`config.mk`:
```
export PLATFORM = sky130hd
export DESIGN_NAME = mux_scan_seq
export DESIGN_NICKNAME = d
export VERILOG_FILES = /design/src/rtl/mux_scan_seq.sv
export SDC_FILE = /design/constraint.sdc
export NUM_CORES = 1
export LEC_CHECK = 0
export BUFFER_PORTS_ARGS = -buffer_cell sky130_fd_sc_hd__buf_4
export CORE_MARGIN = 2
export CORE_UTILIZATION = 30
export CTS_CLUSTER_SIZE = 30
export DETAILED_ROUTE_END_ITERATION = 7
export GPL_ROUTABILITY_DRIVEN = 0
export GPL_TIMING_DRIVEN = 0
export HOLD_SLACK_MARGIN = 0.05
export PLACE_DENSITY_LB_ADDON = 0.08
export SLEW_MARGIN = 20
export SYNTH_ARGS = -nofsm -noshare
export SYNTH_HDL_FRONTEND = slang
export SYNTH_SLANG_ARGS = --single-unit
```
`constraint.sdc`:
```
create_clock -name clk -period 2.9 [get_ports clk]
set_input_delay 0 -clock clk [delete_from_list [all_inputs] [get_ports clk]]
set_output_delay 0 -clock clk [all_outputs]
set_load 0.02 [all_outputs]
```
`src/rtl/mux_scan_seq.sv`:
```
// Scan sequencer: steps the 16:1 mux select through the enabled channels and streams each sampled byte.
// Latency: first beat valid k+1 edges after start (k = lowest enabled channel); next beat j-i edges after a handshake.
// Backpressure: a beat is held stable in SEND until out_ready; scanning pauses for the whole stall.
module mux_scan_seq #(
  parameter int N_CH   = 16,
  parameter int SEL_W  = 4,
  parameter int DATA_W = 8
) (
  input  logic              clk,
  input  logic              reset,
  input  logic              start,
  input  logic [N_CH-1:0]   ch_mask,
  output logic [SEL_W-1:0]  mux_sel,
  input  logic [DATA_W-1:0] mux_data,
  output logic              out_valid,
  input  logic              out_ready,
  output logic [DATA_W-1:0] out_data,
  output logic [SEL_W-1:0]  out_ch,
  output logic              out_last,
  output logic              busy,
  output logic              done
);

  typedef enum logic [1:0] {S_IDLE, S_FIND, S_SEND} state_t;

  localparam logic [SEL_W-1:0] IDX_ONE = SEL_W'(1);

  state_t              r_state, w_state_nx;
  logic [SEL_W-1:0]    r_idx, w_idx_nx;
  logic [N_CH-1:0]     r_mask, w_mask_nx;
  logic                r_valid, w_valid_nx;
  logic [DATA_W-1:0]   r_data, w_data_nx;
  logic [SEL_W-1:0]    r_ch, w_ch_nx;
  logic                r_last, w_last_nx;
  logic                r_done, w_done_nx;

  // Bits of the latched mask at and above the current index; the channel is
  // the last of the frame when nothing above it remains set.
  logic [N_CH-1:0]     w_hi_bits;
  logic                w_is_last;

  assign w_hi_bits = r_mask >> r_idx;
  assign w_is_last = (w_hi_bits[N_CH-1:1] == '0);

  // Select is the registered index itself so the mux sees a glitch-free value.
  assign mux_sel   = r_idx;
  assign out_valid = r_valid;
  assign out_data  = r_data;
  assign out_ch    = r_ch;
  assign out_last  = r_last;
  assign busy      = (r_state != S_IDLE);
  assign done      = r_done;

  // Next-state and next-datapath decode; everything holds unless a state moves it.
  always_comb begin
    w_state_nx = r_state;
    w_idx_nx   = r_idx;
    w_mask_nx  = r_mask;
    w_valid_nx = r_valid;
    w_data_nx  = r_data;
    w_ch_nx    = r_ch;
    w_last_nx  = r_last;
    w_done_nx  = 1'b0;
    case (r_state)
      S_IDLE: begin
        if (start) begin
          if (ch_mask != '0) begin
            w_mask_nx  = ch_mask;
            w_idx_nx   = '0;
            w_state_nx = S_FIND;
          end else begin
            // Empty frame: complete immediately without touching the mux.
            w_done_nx = 1'b1;
          end
        end
      end
      S_FIND: begin
        if (r_mask[r_idx]) begin
          w_data_nx  = mux_data;
          w_ch_nx    = r_idx;
          w_last_nx  = w_is_last;
          w_valid_nx = 1'b1;
          w_state_nx = S_SEND;
        end else begin
          // A higher set bit always exists here, so the index cannot wrap.
          w_idx_nx = r_idx + IDX_ONE;
        end
      end
      S_SEND: begin
        if (r_valid && out_ready) begin
          w_valid_nx = 1'b0;
          if (r_last) begin
            w_done_nx  = 1'b1;
            w_idx_nx   = '0;
            w_state_nx = S_IDLE;
          end else begin
            w_idx_nx   = r_idx + IDX_ONE;
            w_state_nx = S_FIND;
          end
        end
      end
      default: begin
        w_state_nx = S_IDLE;
        w_idx_nx   = '0;
        w_valid_nx = 1'b0;
      end
    endcase
  end

  // State register.
  always_ff @(posedge clk or posedge reset) begin
    if (reset) r_state <= S_IDLE;
    else       r_state <= w_state_nx;
  end

  // Datapath registers: index, latched mask, output beat and done pulse.
  always_ff @(posedge clk or posedge reset) begin
    if (reset) begin
      r_idx   <= '0;
      r_mask  <= '0;
      r_valid <= 1'b0;
      r_data  <= '0;
      r_ch    <= '0;
      r_last  <= 1'b0;
      r_done  <= 1'b0;
    end else begin
      r_idx   <= w_idx_nx;
      r_mask  <= w_mask_nx;
      r_valid <= w_valid_nx;
      r_data  <= w_data_nx;
      r_ch    <= w_ch_nx;
      r_last  <= w_last_nx;
      r_done  <= w_done_nx;
    end
  end

endmodule

```
=== Yosys cells after proc, flatten, opt, wreduce, memory -nomap -nowiden ===
Index checks and enable logic that the tools add are counted.

* $add $sub $neg: 1
* Magnitude comparators: 1
* Eq/ne operators: 7
* Shift-type cells: 1
* Mux-type cells: 22
* Bitwise operators: 1
* Reductions and logical operators: 10

{| class="wikitable"
|+ Operator list
! kind !! count
|-
| $mux 4 || 5
|-
| $reduce_bool 16->1 || 1
|-
| $shr 16x4->16 || 1
|-
| $logic_not 15->1 || 1
|-
| $pmux 4 s3 || 1
|-
| $ne 2x2->1 const B || 5
|-
| $mux 1 || 8
|-
| $mux 2 || 4
|-
| $reduce_and 4->1 || 2
|-
| $pmux 2 s3 || 1
|-
| $reduce_and 3->1 || 2
|-
| $lt 4x5->1 const B || 1
|-
| $add 4x1->4 const B || 1
|-
| $bmux 1 s4 || 1
|-
| $pmux 1 s3 || 1
|-
| $eq 2x1->1 const B || 1
|-
| $eq 2x2->1 const B || 1
|-
| $logic_not 2->1 || 1
|-
| $pmux 1 s2 || 1
|-
| $reduce_and 2->1 || 1
|-
| $reduce_bool 2->1 || 1
|-
| $logic_and 1x1->1 || 1
|-
| $not 1->1 || 1
|}

* Bits in registers: 37
* Bits of input ports: 28

=== Depth between registers and ports, before layout ===
Gate-level depths: netlist of the first run.

* Word-level depth: 4
* Mapped depth: 8

=== Least setup slack after synthesis of the first run ===
OpenSTA, ideal clock, no wires.

* Path kind: register to register
* Start point: register r_idx[1], in the netlist mux_sel[1]
* End point: register r_ch[2], in the netlist out_ch[2]
* Library setup time: 0.125 ns
* Arrival time: 1.969 ns
* Setup slack: 0.805 ns
* Cell stages (with the launch flop): 7
* Buffers on the path: 1
* Path through: dfrtp_1 > mux4_1 > mux2i_1 > or3_1 > buf_4 > and2_4 > mux2_4

* Cells in the longest elaborated chain, start to end: 3

{| class="wikitable"
|+ Ends and longest elaborated chain
! item !! line !! source
|-
| from (decl) || 29 || <nowiki>logic [SEL_W-1:0] r_idx, w_idx_nx;</nowiki>
|-
| from (signal assigned) || 127 || <nowiki>r_idx <= w_idx_nx;</nowiki>
|-
| $bmux 1 s4 || 78 || <nowiki>if (r_mask[r_idx]) begin</nowiki>
|-
| $mux 1 (not written as such) || 78 ||
|-
| $reduce_and 2->1 (no line) || n/a ||
|-
| to (signal assigned) || 131 || <nowiki>r_ch <= w_ch_nx;</nowiki>
|-
| to (decl) || 33 || <nowiki>logic [SEL_W-1:0] r_ch, w_ch_nx;</nowiki>
|}

Every way passes these cells. The select of a mux whose other input is x is not followed.
A chain may end at the register's enable or synchronous reset.

=== Worst setup path in the final report of the first run ===
* Start point: register r_state[0]
* End point: register r_mask[2]

* Cells in the longest elaborated chain, start to end: 2

{| class="wikitable"
|+ Ends and longest elaborated chain
! item !! line !! source
|-
| from (decl) || 28 || <nowiki>state_t r_state, w_state_nx;</nowiki>
|-
| from (signal assigned) || 113 || <nowiki>else r_state <= w_state_nx;</nowiki>
|-
| $logic_not 2->1 || 64 || <nowiki>case (r_state)</nowiki>
|-
| $reduce_and 3->1 (no line) || n/a ||
|-
| to (signal assigned) || 128 || <nowiki>r_mask <= w_mask_nx;</nowiki>
|-
| to (decl) || 30 || <nowiki>logic [N_CH-1:0] r_mask, w_mask_nx;</nowiki>
|}

Every way passes these cells.

==> impl_results.md, run 1 <==
* Remaining max-slew budget at the tightest pin at 0.5740
* Area of the mapped netlist at 2171 um2
* Worst IR drop on VDD at approximately 0.35 mV
* Flip-flop and latch count after synthesis at 37
* Worst hold-check path type: input pin to flip-flop
* Final hold viol count at 0
* Beginning of the critical path: r_state[0]
* Wire length of the first global-routing pass at 9066 um
* Area growth syn-to-layout at 40.35%
* CTS Sinks at 37
* Worst clock skew on the final layout at a little under 0.008 ns
* Total internal power at 1.673 mW
* Worst Reg2Reg Path Length in Cells at 7
* Required time of the critical path at 3.08 ns
* Number of rows created at floorplan at 31
* Endpoint arrival time on the critical path at 2.57 ns
* Area of the core at 7137 um2
* Fmax at 418.1 MHz
* Synth top area cells: dfrtp_1 (43%), mux2_2 (12%), mux2i_1 (5.5%), ha_1 (2.9%), nor2b_1 (2.6%)
* Setup ws final at 0.5081 ns
* Clock network power share at 0.146
* Crit-path slowest cell: buf_1
* Via count normalized by instance count at 4.913
* Register area share after synthesis at 0.4265
* Final setup violation count at 0
* Total area of multi-input combinational cells at 1151 um2
* Critical path launch point type: flip-flop
* Initial DRT Pass Iterations at 4
* Detail-routed net length per standard cell at about 15 um
* Number of global-route vias before repair at 1753
* Final period demand of the worst path at 2.392 ns
* Total detailed-routing wirelength at 5581 um
* Sw frac at 0.4016
* Fillers at 709
* Cells traversed along the worst timing path: inv_1 -> ha_1 -> nand2_1 -> nor2b_1 -> clkbuf_1 -> buf_1 -> mux2_2
* Slew of the pin with the lowest slew margin at 0.6331 ns
* Prevailing post-synth register cell: dfrtp_1
* Inserted Clock Buffers at 5
* Period utilisation layout at 0.8248
* End point of the critical path: r_mask[2]
* Final-report max-slew violation count at 0
* GRT overflow at 0
* Power density of the placed cells at 917.6 nW/um2
* Critical path peak fanout at 10
* Root buffer cell: clkbuf_8
* Largest stage delay, worst path at 0.44 ns
* GRT Overall Usage at 0.1504
* Layout cell share with drive strength beyond 1 at 0.3393
* Synthesized instance count at 197
* Worst reg2reg startpoint: r_state[0]
* CTS resizes at 0
* Top cells by count, synth: dfrtp_1 (37), mux2_2 (24), inv_1 (12), mux2i_1 (12)
* Fraction of post-synthesis cell area in the top cell type by area at 0.4265
* Register cell area after layout at 925.9 um2
* Antenna diodes at 0
* Clock tree from TritonCTS: done
* Setup repair after global routing missed its margin: no
* Leakage power total at 1.333 nW
* Via count at 1862
* Fin Setup TNS at 0 ns
* Initial Util at 0.3042
* Cell type with the highest aggregate area in the netlist: dfrtp_1
* Pin count of the biggest net entering global routing at 23
* Asr flop ratio synth at 1.000
* Worst reg-to-reg setup slack at 0.51 ns
* Number of antenna violations at the first check in global routing at 0
* Clock transition at the register clock pins on the worst setup and hold paths after CTS at about 0.080 ns
* Share of power burned in combinational logic at 0.519
* Result of the run: finished, final reports clean
* Initial detailed-routing violation count at 59
* H-tree levels at 2
* Skew-Pair Late Insertion Delay at 0.30 ns
* Kind of critical path: flip-flop to flip-flop
* Total number of nets in the final design at 312
* Remaining routing DRC violations at 0
* Reg-to-reg endpoint: r_mask[2]
* Number of I/O port buffers at between 40 and 50
* Floorplan die area at between 7000 and 8000 um2
* Post-Route Hold Slack at slightly above 0.08 ns
* Half-perimeter wire length after detailed placement at 4089 um
* Avg Synthesized Cell Area at 11.02 um2
* Clock Path Buffers at 2
* Residual antenna-violating net count after detailed routing at 0
* Sequential power share at 0.334
* Number of library cell types mapped by synthesis at 52
* Die Wd at ~89 um
* Net Switching at roughly 1.1 mW
* Worst setup slack before clock tree synthesis at 0.5101 ns
* Yosys warning count at 0
* Count of maximum capacitance violations at 0
* Total nets after synthesis at 230
* Boundary Pins at 48
* Vertical extent of the die at 89.07 um
* Endpoint kind of the worst setup timing path: flip-flop
* Most common cell in the synthesized netlist: dfrtp_1
* Number of flops mapped to enable cells by yosys at 0
## power by group through the flow
stage / combinational [mW] / sequential, mW / clock (mW)
6_report: 1.45 / 0.935 / 0.409
5_1_grt: 1.60 / 0.968 / 0.444
4_1_cts: 1.46 / 0.934 / 0.424
3_5_place_dp: 1.43 / 0.945 / 0
3_3_place_gp: 1.43 / 0.944 / 0
2_1_floorplan: 0.962 / 0.975 / 0
## repair_timing
item | in CTS | in global routing
hold endpoints to repair | 62 | 0
hold buffers | 27 | 0
setup buffers | 0 | 0
## per-stage QoR
step                      cell area, um2  utilization  power (mW)  instances
after floorplan                     2171            -       1.937        197
after global placement              2648       0.3710       2.369        343
after detailed placement            2675       0.3748       2.372        344
after CTS                           3047       0.4269       2.818        379
after global routing                3047       0.4269       3.014        379
final                               3047       0.4269       2.796        379
## cells in the final DEF (no fill, tap or decap), types with 3 or more instances in the layout
master	count
o21ai_0	10
nor2_1	6
nor4_1	5
clkbuf_8	7
clkbuf_1	3
mux2i_1	12
nand2b_1	3
dfrtp_1	37
dlygate4sd3_1	27
nor2b_1	9
buf_4	49
nand2_1	10
buf_2	3
inv_1	11
nand3_1	5
ha_1	5
mux2_2	24
a21oi_1	4
## registers in the layout (all words and copies together) (netlist names)
register,flops
r_state,2
out_valid,1
out_last,1
out_data,8
done,1
r_mask,16
mux_sel,4
out_ch,4
## cell families after synthesis
kind of cell,share of synthesized area
and+or+nand+nor,0.1251
muxes,0.2265
buffers and inverters,0.04322
DFF,0.4265
AOI/OAI and AO/OA,0.1499
adders and majority gates,0.02882
## area by class of cell
class	count	share of cell area
Tap cell	99	0.04066
Sequential cell	37	0.3039
Multi-Input combinational cell	138	0.3778
Buffer	10	0.01602
Timing Repair Buffer	75	0.2136
Inverter	12	0.01478
Clock buffer	7	0.03162
Clock inverter	1	0.001643
## per-layer routing
| layer | GRT usage | wire [um] |
|---|---|---|
| met1 | 0.2119 | 2698 |
| met2 | 0.2341 | 2673 |
| met3 | 0.03693 | 180 |
| met4 | 0.03664 | 29 |
| met5 | 0 | 0 |
## critical path, delay by kind of cell, from the launching register on
family	cells	cell delay, ns
buffers and inverters	3	0.98
AND/OR/NAND/NOR	2	0.21
adder cells (fa/ha/maj)	1	0.28
multiplexers	1	0.39
flip-flops	1	0.41
## how the worst min path moves through the flow
stage	startpoint	to	depth (start not counted)
floorplan	ch_mask[7]	r_mask[7]	2
global placement	ch_mask[7]	r_mask[7]	3
detailed placement	reset	r_mask[0]	2
CTS	out_ready	out_valid	4
global route	out_ready	out_valid	4
finish	out_ready	out_valid	4
Power figures use the tool's default switching activity.
==> inputs of run 2 (changes only) <==
==> constraint.sdc (replaced) <==
create_clock -name clk -period 2.5 [get_ports clk]
set_input_delay 0 -clock clk [delete_from_list [all_inputs] [get_ports clk]]
set_output_delay 0 -clock clk [all_outputs]
set_load 0.02 [all_outputs]
==> run 2 against run 1 <==
Effect of this change:
- via count increased by 0.16%
- global-route usage unchanged
- sequential cell count unchanged
- hold slack about the same
- wire length increased by 0.32%
- power increased by 16%
- first-iteration DRC count decreased by 1.7%
- highest routed layer unchanged
- clock power increased by 16%
- worst setup slack got worse by 0.31 ns
==> impl_results.md, run 2 (synthesized netlist as in run 1, its figures left out) <==
* Floorplan die area at 7933 um2 (unchanged)
* Count of maximum capacitance violations at 0 (unchanged)
* Clock tree from TritonCTS: done
* Area of the core at 7137 um2 (unchanged)
* Remaining max-slew budget at the tightest pin at 0.5740 (unchanged)
* Commonest non-fill, non-tap cells in the layout: buf_4 (49), dfrtp_1 (36), dlygate4sd3_1 (27)
* Period utilisation layout at 0.9207
* Worst IR drop on VDD at 0.4091 mV (+16%)
* Critical path peak fanout at 10 (unchanged)
* Area growth syn-to-layout at 40.46% (about the same)
* Half-perimeter wire length after detailed placement at 4089 um (unchanged)
* Initial detailed-routing violation count at 58 (-1.7%)
* Critical path launch point type: input pin
* Die Wd at 89.07 um (unchanged)
* Slew of the pin with the lowest slew margin at 0.6331 ns (unchanged)
* Clock network power share at 0.146 (about the same)
* Inserted Clock Buffers at 5 (unchanged)
* Sequential power share at 0.335 (about the same)
* Worst Reg2Reg Path Length in Cells at 7 (unchanged)
* Sw frac at 0.4013 (about the same)
* Total number of nets in the final design at 312 (unchanged)
* Pin count of the biggest net entering global routing at 23 (unchanged)
* Final period demand of the worst path at 2.302 ns
* Power Total at 3.246 mW (+16%)
* Residual antenna-violating net count after detailed routing at 0 (unchanged)
* Crit-path slowest cell: nor4_1
* GRT Overall Usage at 0.1504 (unchanged)
* Skew-Pair Late Insertion Delay at 0.30 ns (about the same)
* Initial DRT Pass Iterations at 4 (unchanged)
* Kind of critical path: input pin to flip-flop
* Number of I/O port buffers at 47 (unchanged)
* End point of the critical path: r_mask[2]
* Via count normalized by instance count at 4.921 (+0.16%)
* H-tree levels at 2 (unchanged)
* Most common cell after layout, fill and taps aside: buf_4
* Final-report max-slew violation count at 0 (unchanged)
* Setup repair after global routing missed its margin: no
* Fmax at 434.5 MHz
* Worst hold-check path type: input pin to flip-flop
* Result of the run: finished, final reports clean
* Via count at 1865 (+0.16%)
* Leakage power total at 1.335 nW (+0.12%)
* Layout cell share with drive strength beyond 1 at 0.3464 (+0.007143)
* Net Switching at 1.303 mW (+16%)
* GRT overflow at 0 (unchanged)
* Required time of the critical path at 2.68 ns (-0.40 ns)
* Remaining routing DRC violations at 0 (unchanged)
* Antenna diodes at 0 (unchanged)
* Hold Crit Start: out_ready
* Detail-routed net length per standard cell at 14.77 um (+0.32%)
* Endpoint arrival time on the critical path at 2.48 ns (-0.09 ns)
* Fin Setup TNS at 0 ns (unchanged)
* Number of antenna violations at the first check in global routing at 0 (unchanged)
* Wire length of the first global-routing pass at 9066 um (unchanged)
* Number of global-route vias before repair at 1753 (unchanged)
* Number of rows created at floorplan at 31 (unchanged)
* Worst reg-to-reg setup slack at 0.24 ns (-0.27 ns)
* Total detailed-routing wirelength at 5599 um (+0.32%)
* Share of power burned in combinational logic at 0.519 (about the same)
* Reg-to-reg endpoint: r_mask[2]
* Power density of the placed cells at 1065 nW/um2 (+16%)
* Root buffer cell: clkbuf_8
* Vertical extent of the die at 89.07 um (unchanged)
* CTS Sinks at 37 (unchanged)
* Beginning of the critical path: ch_mask[1]
* Cells traversed along the worst timing path: dlygate4sd3_1 -> buf_4 -> nor4_1 -> nand4_1 -> nor2b_1 -> clkbuf_1 -> clkbuf_2 -> mux2_2
* Largest stage delay, worst path at 0.57 ns (+0.13 ns)
* Post-Route Hold Slack at 0.08076 ns (-0.0002021 ns)
* Final hold viol count at 0 (unchanged)
* Clock Path Buffers at 2 (unchanged)
* Worst clock skew on the final layout at 0.008019 ns (+0.0001909 ns)
* Register containing the most flip-flops in the final layout: r_mask
* Final setup violation count at 0 (unchanged)
* Setup repair bufs after CTS at 0 (unchanged)
* Endpoint kind of the worst setup timing path: flip-flop
* Initial Util at 0.3042 (unchanged)
* Worst reg2reg startpoint: r_state[0]
* Clock transition at the register clock pins on the worst setup and hold paths after CTS at 0.08 ns (about the same)
* Total internal power at 1.943 mW (+16%)
* Number of flip-flops in the largest register at 16 (unchanged)
* Utilization after layout at 0.4272 (about the same)
* Boundary Pins at 48 (unchanged)
## run 2: cell types whose count changed in the layout (fill, tap and decap cells not counted), sizes merged
| cell | before | now |
|---|---|---|
| buf | 55 | 54 |
| clkbuf | 10 | 11 |
## run 2: worst min-delay path by stage
stage	end	slack (ns)	depth (start not counted)
after CTS	out_valid	0.07	4
after global placement	r_mask[7]	0.22	3
final	out_valid	0.08	4
after global routing	out_valid	0.15	4
after floorplan	r_mask[7]	0.12	2
after detailed placement	r_mask[0]	0.02	2
## run 2: timing repair
action,4_1_cts,5_1_grt
hold endpoints to repair,62,0
endpoints found under the setup margin,0,8
gates resized for setup,0,2
hold buffers,27,0
## run 2: cell type report
type,instances,area [um2]
fill,711,4088
buffer,10,50.05
clock inverter,1,5.005
clock buffer,7,96.34
sequential,37,927.1
inverter,12,45.04
timing repair buffer,75,650.6
tap,99,123.9
multi-input combinational,138,1151
## run 2: critical path, delay by kind of cell
family                 cells  cell delay [ns]
buffers and inverters      4             1.21
muxes                      1             0.30
and+or+nand+nor            3             0.96
## run 2: power by group through the flow
stage	Clock (mW)	Combinational, mW	Sequential (mW)
final	0.475	1.69	1.09
after global routing	0.515	1.86	1.12
after CTS	0.492	1.69	1.08
after detailed placement	0	1.66	1.10
after global placement	0	1.65	1.09
after floorplan	0	1.12	1.13
## run 2: per-layer routing
layer	vias up	wire length [um]	global-route usage
li1	904	-	-
met1	908	2708	0.2119
met2	49	2681	0.2341
met3	4	180	0.03693
met4	0	29	0.03664
met5	-	0	0
## run 2: through the flow
stage          instance area [um2]  worst slack [ns]  instances
2_1_floorplan                 2171            0.4055        197
3_3_place_gp                  2648            0.1169        343
3_5_place_dp                  2675            0.1101        344
4_1_cts                       3047           0.08846        379
5_1_grt                       3049           0.02157        379
6_report                      3049            0.1983        379
==> inputs of run 3 (changes only) <==
--- a/config.mk
+++ b/config.mk
@@ -7,8 +7,8 @@
 export LEC_CHECK = 0
 export BUFFER_PORTS_ARGS = -buffer_cell sky130_fd_sc_hd__buf_4
 export CORE_MARGIN = 2
-export CORE_UTILIZATION = 30
-export CTS_CLUSTER_SIZE = 30
+export CORE_UTILIZATION = 40
+export CTS_CLUSTER_SIZE = 12
 export DETAILED_ROUTE_END_ITERATION = 7
 export GPL_ROUTABILITY_DRIVEN = 0
 export GPL_TIMING_DRIVEN = 0
==> run 3 against run 2 <==
Effect of this change:
- core utilization up 16 points
- sequential cell count did not move
- design area down 0.12%
- highest routed layer unchanged
- clock skew shrank 0.0033 ns
- non-clock buffer count stayed put
- clock power up 30%
- first-iteration DRC count is 83% higher
- clock-buffer cell count shrank 2
- combinational power is essentially flat
==> impl_results.md, run 3 (synthesized netlist as in run 1, its figures left out) <==
* Wire length of the first global-routing pass at 9114 um (+0.53%)
* Sw frac at 0.3830 (-0.01831)
* Most common cell after layout, fill and taps aside: buf_4
* GRT Overall Usage at 0.1931 (+0.04267)
* Antenna diodes at 0 (unchanged)
* Fmax at 442.0 MHz (+1.7%)
* Half-perimeter wire length after detailed placement at 3866 um (-5.4%)
* Via count normalized by instance count at 5.334 (+8.4%)
* Critical path launch point type: flip-flop
* Boundary Pins at 48 (unchanged)
* Instance area at placement at 2639 um2 (-1.4%)
* Endpoint arrival time on the critical path at 2.43 ns (-0.05 ns)
* Pin count of the biggest net entering global routing at 22 (-4.3%)
* Layout cell share with drive strength beyond 1 at 0.3464 (unchanged)
* Count of maximum capacitance violations at 0 (unchanged)
* Via count at 1867 (+0.11%)
* Worst clock skew on the final layout at 0.004687 ns (-0.003332 ns)
* Critical path peak fanout at 7 (-3)
* Finished Cell Area at 3045 um2 (-0.12%)
* Power Total at 3.388 mW (+4.4%)
* Final-report max-slew violation count at 0 (unchanged)
* CTS Sinks at 37 (unchanged)
* Share of power burned in combinational logic at 0.498 (-0.021)
* Root buffer cell: clkbuf_8
* Kind of critical path: flip-flop to flip-flop
* Commonest non-fill, non-tap cells in the layout: buf_4 (49), dfrtp_1 (36), dlygate4sd3_1 (27)
* Sequential power share at 0.320 (-0.015)
* Number of flip-flops in the largest register at 16 (unchanged)
* Total area of multi-input combinational cells at 1151 um2 (unchanged)
* Total detailed-routing wirelength at 5284 um (-5.6%)
* Remaining max-slew budget at the tightest pin at 0.5983 (+0.02427)
* Die Wd at 77.67 um (-13%)
* GRT overflow at 0 (unchanged)
* Inserted Clock Buffers at 5 (unchanged)
* Net Switching at 1.297 mW (-0.40%)
* Final setup violation count at 0 (unchanged)
* Number of global-route vias before repair at 1797 (+2.5%)
* Worst hold-check path type: input pin to flip-flop
* Clock Path Buffers at 2 (unchanged)
* Endpoint kind of the worst setup timing path: flip-flop
* Number of I/O port buffers at 47 (unchanged)
* Initial detailed-routing violation count at 106 (+83%)
* Fillers at 443 (-38%)
* Number of antenna violations at the first check in global routing at 0 (unchanged)
* Area growth syn-to-layout at 40.29%
* Detail-routed net length per standard cell at 15.10 um (+2.2%)
* Worst reg2reg startpoint: mux_sel[1]
* Result of the run: finished, final reports clean
* Final hold viol count at 0 (unchanged)
* Final period demand of the worst path at 2.262 ns (-0.03948 ns)
* Initial Util at 0.4197 (+0.1155)
* Leakage power total at 1.349 nW (+1.0%)
* Setup repair after global routing missed its margin: no
* Cells traversed along the worst timing path: mux4_1 -> mux2i_1 -> or3_1 -> buf_4 -> nand3_2 -> o41ai_1
* Initial DRT Pass Iterations at 5 (+1)
* Required time of the critical path at 2.67 ns (about the same)
* Clock tree from TritonCTS: done
* Skew-Pair Late Insertion Delay at 0.29 ns (about the same)
* Period utilisation layout at 0.9049 (-0.01579)
* Clock transition at the register clock pins on the worst setup and hold paths after CTS at 0.08 ns (about the same)
* Beginning of the critical path: mux_sel[1]
* Remaining routing DRC violations at 0 (unchanged)
* Clock network power share at 0.182 (+0.036)
* Crit-path slowest cell: mux4_1
* Floorplan die area at 6033 um2 (-24%)
* Fin Setup TNS at 0 ns (unchanged)
* H-tree levels at 2 (unchanged)
* Register cell area after layout at 927.1 um2 (unchanged)
* Hold Crit Start: out_ready
* Total number of nets in the final design at 312 (unchanged)
* Number of rows created at floorplan at 26 (-16%)
* Largest stage delay, worst path at 0.59 ns (+0.02 ns)
* Register containing the most flip-flops in the final layout: r_mask
* Area of the core at 5172 um2 (-28%)
* Total internal power at 2.090 mW (+7.6%)
* Worst IR drop on VDD at 0.5753 mV (+41%)
* Utilization after layout at 0.5888 (+0.1615)
* Vertical extent of the die at 77.67 um (-13%)
* Slew of the pin with the lowest slew margin at 0.5971 ns (-0.03607 ns)
* Power density of the placed cells at 1112 nW/um2 (+4.5%)
* Residual antenna-violating net count after detailed routing at 0 (unchanged)
## run 3: cell count changes in the layout (fill, tap and decap cells not counted), sizes merged
cell    before  now
bufinv       0    2
clkbuf      11    9
## run 3: metrics by stage
stage / hold slack, ns / setup WS, ns / std cells
floorplan: 0.1168 / 0.4055 / 197
global placement: 0.2169 / 0.1470 / 314
detailed placement: 0.02641 / 0.1471 / 315
CTS: 0.07002 / 0.1180 / 350
global route: 0.1305 / 0.03615 / 350
finish: 0.07218 / 0.2378 / 350
## run 3: critical path: cells and delay by family, from the launching register on
kind | cells | cell delay, ns
AO/OA/AOI/OAI | 1 | 0.34
flip-flops | 1 | 0.48
AND/OR/NAND/NOR | 2 | 0.28
multiplexers | 2 | 0.89
buffers and inverters | 1 | 0.16
## run 3: layout make-up
cell class | instances | area share
Multi-Input combinational cell | 138 | 0.3780
Sequential cell | 37 | 0.3044
Timing Repair Buffer | 75 | 0.2136
Tap cell | 70 | 0.02876
Clock buffer | 5 | 0.02260
Clock inverter | 3 | 0.02136
Buffer | 10 | 0.01643
Inverter | 12 | 0.01479
## run 3: timing repair
item                       CTS  global route
gates resized for setup      0             2
buffers inserted             0             0
hold endpoints to repair    62             0
setup endpoints to repair    0             7
hold buffers                27             0
## run 3: power by group through the flow
stage | sequential (mW) | combinational [mW] | clock [mW]
2_1_floorplan | 1.13 | 1.12 | 0
4_1_cts | 1.08 | 1.69 | 0.626
3_5_place_dp | 1.09 | 1.65 | 0
3_3_place_gp | 1.09 | 1.63 | 0
6_report | 1.09 | 1.69 | 0.616
5_1_grt | 1.13 | 1.85 | 0.652
## run 3: layer usage
metal / GRT usage / up-vias / routed length, um
li1: - / 901 / -
met1: 0.2651 / 896 / 2455
met2: 0.3069 / 63 / 2473
met3: 0.03953 / 7 / 297
met4: 0.05893 / 0 / 57
met5: 0 / - / 0
## run 3: final timing paths
| path | cells past startpoint | slack [ns] | endpoint |
|---|---|---|---|
| setup / recovery | 6 | 0.24 | mux_sel[3] |
| hold / removal | 4 | 0.07 | out_valid |
| setup reg to reg | 6 | 0.24 | mux_sel[3] |
| hold reg to reg | 2 | 0.50 | out_ch[0] |
| max in group asynchronous | 4 | 1.80 | mux_sel[1] |
| min in group asynchronous | 3 | 0.25 | out_ch[0] |
